==> src/rtl/eb1_lsu_addrchk_arb.sv <==
`default_nettype none
// ============================================================================
// Module   : eb1_lsu_addrchk_arb
// Purpose  : Arbitrates the LSU address-check slot between core and DMA,
//            with a forced DMA grant after a bounded run of lost cycles.
// Options  : LSU_ARB_PERF_EN adds perf_dma_stall / perf_force_cnt outputs.
// Revision : 1.0 - initial release
// ============================================================================
module eb1_lsu_addrchk_arb #(
  parameter int DMA_STARVE_MAX = 4,
  parameter int CNT_W          = 4
) (
  input  logic        clk,
  input  logic        rst,
  input  logic        flush,
  input  logic        core_req_valid,
  output logic        core_req_ready,
  input  logic [31:0] core_addr,
  input  logic [1:0]  core_size,
  input  logic        core_store,
  input  logic        dma_req_valid,
  output logic        dma_req_ready,
  input  logic [31:0] dma_addr,
  input  logic [1:0]  dma_size,
  input  logic        dma_store,
  output logic        chk_valid,
  input  logic        chk_ready,
  output logic [31:0] chk_start_addr,
  output logic [31:0] chk_end_addr,
  output logic        chk_by,
  output logic        chk_half,
  output logic        chk_word,
  output logic        chk_store,
  output logic        chk_dma,
  input  logic        chk_access_fault,
  input  logic        chk_misalign_fault,
  output logic        dma_rsp_valid,
  output logic        dma_rsp_error
`ifdef LSU_ARB_PERF_EN
  ,
  output logic        perf_dma_stall,
  output logic [15:0] perf_force_cnt
`endif
);

  localparam logic [0:0]       c_st_arb     = 1'b0;
  localparam logic [0:0]       c_st_force   = 1'b1;
  localparam logic [CNT_W-1:0] c_starve_max = CNT_W'(DMA_STARVE_MAX);

  logic [0:0]       r_state;
  logic [0:0]       w_state_next;
  logic [CNT_W-1:0] r_starve_cnt;
  logic [CNT_W-1:0] w_cnt_next;

  logic        r_out_valid;
  logic [31:0] r_start;
  logic [31:0] r_end;
  logic        r_by;
  logic        r_half;
  logic        r_word;
  logic        r_store;
  logic        r_dma;
  logic        r_rsp_valid;
  logic        r_rsp_error;

  logic        w_slot_open;
  logic        w_core_elig;
  logic        w_core_grant;
  logic        w_dma_grant;
  logic        w_take;
  logic [31:0] w_sel_addr;
  logic [1:0]  w_sel_size;
  logic        w_sel_store;
  logic        w_sz_by;
  logic        w_sz_half;
  logic        w_sz_word;
  logic [1:0]  w_end_off;
  logic        w_handshake;

  // Nothing is granted while reset is asserted so readies read 0 in reset.
  assign w_slot_open = ~rst & (~r_out_valid | chk_ready);
  assign w_core_elig = core_req_valid & ~flush;

  // State register
  always_ff @(posedge clk or posedge rst) begin
    if (rst) begin
      r_state      <= c_st_arb;
      r_starve_cnt <= '0;
    end else begin
      r_state      <= w_state_next;
      r_starve_cnt <= w_cnt_next;
    end
  end

  // Next-state and starvation counter
  always_comb begin
    w_state_next = r_state;
    w_cnt_next   = r_starve_cnt;
    if (w_dma_grant || !dma_req_valid) begin
      w_cnt_next = '0;
    end else if (r_starve_cnt != c_starve_max) begin
      w_cnt_next = r_starve_cnt + 1'b1;
    end
    case (r_state)
      c_st_arb: begin
        if (dma_req_valid && !w_dma_grant && (w_cnt_next == c_starve_max)) begin
          w_state_next = c_st_force;
        end
      end
      c_st_force: begin
        if (w_dma_grant || !dma_req_valid) begin
          w_state_next = c_st_arb;
        end
      end
      default: w_state_next = c_st_arb;
    endcase
  end

  // Grant outputs: core first, except a pending DMA wins while forced.
  always_comb begin
    w_core_grant = 1'b0;
    w_dma_grant  = 1'b0;
    if (w_slot_open) begin
      if ((r_state == c_st_force) && dma_req_valid) begin
        w_dma_grant = 1'b1;
      end else if (w_core_elig) begin
        w_core_grant = 1'b1;
      end else if (dma_req_valid) begin
        w_dma_grant = 1'b1;
      end
    end
  end

  assign core_req_ready = w_core_grant;
  assign dma_req_ready  = w_dma_grant;
  assign w_take         = w_core_grant | w_dma_grant;

  assign w_sel_addr  = w_dma_grant ? dma_addr  : core_addr;
  assign w_sel_size  = w_dma_grant ? dma_size  : core_size;
  assign w_sel_store = w_dma_grant ? dma_store : core_store;

  // Size 3 is folded into word.
  assign w_sz_by   = (w_sel_size == 2'd0);
  assign w_sz_half = (w_sel_size == 2'd1);
  assign w_sz_word = w_sel_size[1];
  assign w_end_off = {w_sz_word, w_sz_word | w_sz_half};

  always_ff @(posedge clk or posedge rst) begin
    if (rst) begin
      r_out_valid <= 1'b0;
      r_start     <= '0;
      r_end       <= '0;
      r_by        <= 1'b0;
      r_half      <= 1'b0;
      r_word      <= 1'b0;
      r_store     <= 1'b0;
      r_dma       <= 1'b0;
    end else if (w_take) begin
      r_out_valid <= 1'b1;
      r_start     <= w_sel_addr;
      r_end       <= w_sel_addr + {30'd0, w_end_off};
      r_by        <= w_sz_by;
      r_half      <= w_sz_half;
      r_word      <= w_sz_word;
      r_store     <= w_sel_store;
      r_dma       <= w_dma_grant;
    end else if (r_out_valid && (chk_ready || (flush && !r_dma))) begin
      r_out_valid <= 1'b0;
    end
  end

  assign w_handshake = r_out_valid & chk_ready & r_dma;

  always_ff @(posedge clk or posedge rst) begin
    if (rst) begin
      r_rsp_valid <= 1'b0;
      r_rsp_error <= 1'b0;
    end else begin
      r_rsp_valid <= w_handshake;
      r_rsp_error <= w_handshake & (chk_access_fault | chk_misalign_fault);
    end
  end

  assign chk_valid      = r_out_valid;
  assign chk_start_addr = r_start;
  assign chk_end_addr   = r_end;
  assign chk_by         = r_by;
  assign chk_half       = r_half;
  assign chk_word       = r_word;
  assign chk_store      = r_store;
  assign chk_dma        = r_dma;
  assign dma_rsp_valid  = r_rsp_valid;
  assign dma_rsp_error  = r_rsp_error;

`ifdef LSU_ARB_PERF_EN
  logic [15:0] r_perf_force_cnt;

  always_ff @(posedge clk or posedge rst) begin
    if (rst) begin
      r_perf_force_cnt <= '0;
    end else if ((r_state == c_st_force) && w_dma_grant && (r_perf_force_cnt != 16'hFFFF)) begin
      r_perf_force_cnt <= r_perf_force_cnt + 16'd1;
    end
  end

  assign perf_dma_stall = dma_req_valid & ~w_dma_grant;
  assign perf_force_cnt = r_perf_force_cnt;
`endif

endmodule
`default_nettype wire

==> config.mk <==
export PLATFORM = sky130hd
export DESIGN_NAME = eb1_lsu_addrchk_arb
export DESIGN_NICKNAME = d
export VERILOG_FILES = /design/src/rtl/eb1_lsu_addrchk_arb.sv
export SDC_FILE = /design/constraint.sdc
export NUM_CORES = 1
export LEC_CHECK = 0
export ABC_AREA = 1
export ABC_CLOCK_PERIOD_IN_PS = 9200
export CORE_MARGIN = 3
export CORE_UTILIZATION = 45
export CTS_BUF_LIST = sky130_fd_sc_hd__clkbuf_8
export DETAILED_ROUTE_END_ITERATION = 6
export DONT_BUFFER_PORTS = 1
export GPL_TIMING_DRIVEN = 0
export PLACE_DENSITY = 0.58
export SLEW_MARGIN = 20
export SYNTH_ARGS = -nofsm -noshare
export SYNTH_HDL_FRONTEND = slang
export SYNTH_SLANG_ARGS = --single-unit
==> constraint.sdc <==
create_clock -name clk -period 9.2 [get_ports clk]
set_input_delay 1.38 -clock clk [delete_from_list [all_inputs] [get_ports clk]]
set_output_delay 1.38 -clock clk [all_outputs]
set_load 0.01 [all_outputs]
==> results.py <==
metrics = {
    "timing": {
        "slew_violations": 0,
        "rsz0062_at_grt": "no",
        "finalClockSkew_ns": 0.0132,
        "tightest_slew_ns": 0.674,
        "finalHoldViolCount": 0,
        "finalCriticalPeriod_ns": 4.20,
        "maxSlewHeadroom": 0.551,
        "fin_ws_ns": 5.00,
        "post-route-period-util": 0.456,
        "finalHoldWorstSlack_ns": 0.548,
        "setup_viol": 0,
        "max_freq_ghz": 0.238,
        "fin_setup_tns_ns": 0,
    },
    "clocking": {
        "root_buffer": "clkbuf_8",
        "clk_pin_slew_worst_paths_ns": 0.09,
        "postCtsSetupBuffers": 0,
        "cts.sinks": 77,
        "cts_buffer_depth": 2,
        "cts_made_buffers": 9,
        "hold_buffers": 0,
        "cts_tree": "built",
        "htree_levels": 3,
        "cts-resized-gates": 0,
        "clk_latency_ns": 0.36,
    },
    "job": {
        "drv_cap": 0,
    },
    "setup_path": {
        "rr_worst_depth": 18,
        "critPathKind": "in2reg",
        "arrival_ns": 4.45,
        "crit_required_ns": 9.45,
        "critPathLaunchType": "input pin",
        "crit_path_max_fanout": 10,
        "end_kind": "flop",
    },
    "routing": {
        "drt-vias-per-instance": 5.47,
        "wl_per_cell_um": 19.1,
        "first_pass_iters": 5,
        "ant_nets": 0,
        "wirelength_um": 15600,
        "drt-initial-drc-count": 257,
        "vias": 4478,
        "drc": 0,
    },
    "die": {
        "die-area_um2": 12000,
        "io_pins": 152,
        "die_height_um": 110,
        "rows": 37,
        "start_util": 0.467,
        "core_area_um2": 10400,
        "die_x_um": 110,
    },
    "logic_synthesis": {
        "yosys.area.top_type": "dfrtp_1",
        "synth_cells": 667,
        "yosysSeqAreaShare": 0.398,
        "avgSynthCellArea_um2": 7.26,
        "synth_area_um2": 4840,
        "async_flop_share": 1.00,
        "synth.area.top_cells": "dfrtp_1, nand2_1, nand3_1",
        "synth_nets": 750,
        "netlist.area_leader.share": 0.398,
        "ys.flop_type": "dfrtp_1",
        "synth-edff-count": 0,
        "yosysWarnings": 0,
        "ys_ff_latch": 77,
        "synth_cell_types": 35,
    },
    "cells_and_area": {
        "n_antenna_cell": 0,
        "drive_above_1_share": 0.135,
        "fin_cells": 818,
        "layout_common_cells": "nand2_1, dfrtp_1, nand3_1",
        "fin_util": 0.504,
        "design_area_um2": 5230,
        "area_growth_pct": 8.09,
        "final_common_cell": "nand2_1",
        "nets": 762,
    },
    "grt": {
        "grt_overflow": 0,
        "grt_pass1_wl_um": 23900,
        "antenna_found_initial": 0,
        "grt_pass1_vias": 4398,
        "grtUsageTotal": 0.266,
        "grt_max_degree": 40,
    },
    "min_path": {
        "whs_path_depth": 2,
        "min-delay-path-class": "reg2reg",
    },
    "place": {
        "dpl_cell_area_um2": 5030,
        "place_inst": 804,
        "pre_cts_slack_ns": 4.63,
        "io_buffer_count": 0,
        "dp_hpwl_um": 12200,
        "place.gp.congestion": 0.898,
    },
    "power_and_ir_drop": {
        "fin_total_pwr_mw": 1.00,
        "p_leak_nw": 2.58,
        "max-vdd-ir-drop_mv": 0.0889,
        "power_density_nw_per_um2": 192,
    },
    "status": {
        "status": "complete, no violations",
    },
}
critical path: stages:
cell and delay [ns]:
inv_2 0.03, nand2_1 0.06, nand2_1 0.07, nand2_2 0.07, nand2_4 0.10, buf_2 0.24
buf_2 0.29, buf_2 0.34, nand2_1 0.11, nand2_1 0.12, ha_1 0.18, inv_1 0.06
fa_1 0.37, inv_1 0.07, nand3_1 0.13, nor2_4 0.18, nand2_1 0.11, nor2_2 0.19
inv_1 0.12, o21ai_1 0.13, nand3_1 0.09
area by class of cell:
cell class              instances  area [um2]
repair buffers                  1        20.0
plain buffers                  31         206
fillers                      1071        5140
clock buffers                  12         165
multi-input cells             501        2490
flip-flops and latches         77        1930
clock inverters                 2        33.8
inverters                      58         220
well taps                     136         170
worst paths after layout:
kind                            from            endpoint  slack (ns)
min in group asynchronous        rst       dma_rsp_valid        0.93
min reg2reg                  r_state             r_state        0.55
max in group asynchronous        rst  chk_start_addr[22]        7.69
min                          r_state             r_state        0.55
max reg2reg                chk_valid    chk_end_addr[18]        5.64
max                            flush    chk_end_addr[18]        5.00
power by group:
part           internal, mW  switching, mW
registers             0.415         0.0958
clock network         0.144          0.125
logic                0.0783          0.146
flip-flops by register name, indices dropped and copies added (netlist names):
register,flops
chk_end_addr,32
chk_start_addr,32
r_starve_cnt,4
chk_by,1
chk_dma,1
chk_half,1
chk_store,1
chk_valid,1
chk_word,1
dma_rsp_error,1
dma_rsp_valid,1
r_state,1
cells by family (layout without fill, tap and decap cells):
kind of cell	Yosys count	in the layout	share of synthesized area
compound gates	60	60	0.0721
xor+xnor	6	6	0.0109
fa+ha+maj	5	5	0.0145
buf+inv	89	104	0.0876
flops	77	77	0.398
mux	1	1	0.00207
simple gates	429	429	0.415
per-layer routing:
metal,GRT usage,wire length (um)
met5,0,0
met4,0.0828,261
met3,0.0693,1540
met2,0.411,7130
met1,0.366,6670
Yosys cell counts, types with 8 or more instances:
library cell,n
nand2_1,215
o21ai_0,28
nor2_4,8
nand2_2,21
dfrtp_1,77
inv_1,54
nor2_2,10
nand3b_1,21
nor2_1,61
clkbuf_1,8
buf_2,12
nand4_1,11
nand3_1,71
No activity file was read; power rests on OpenSTA's default activity.
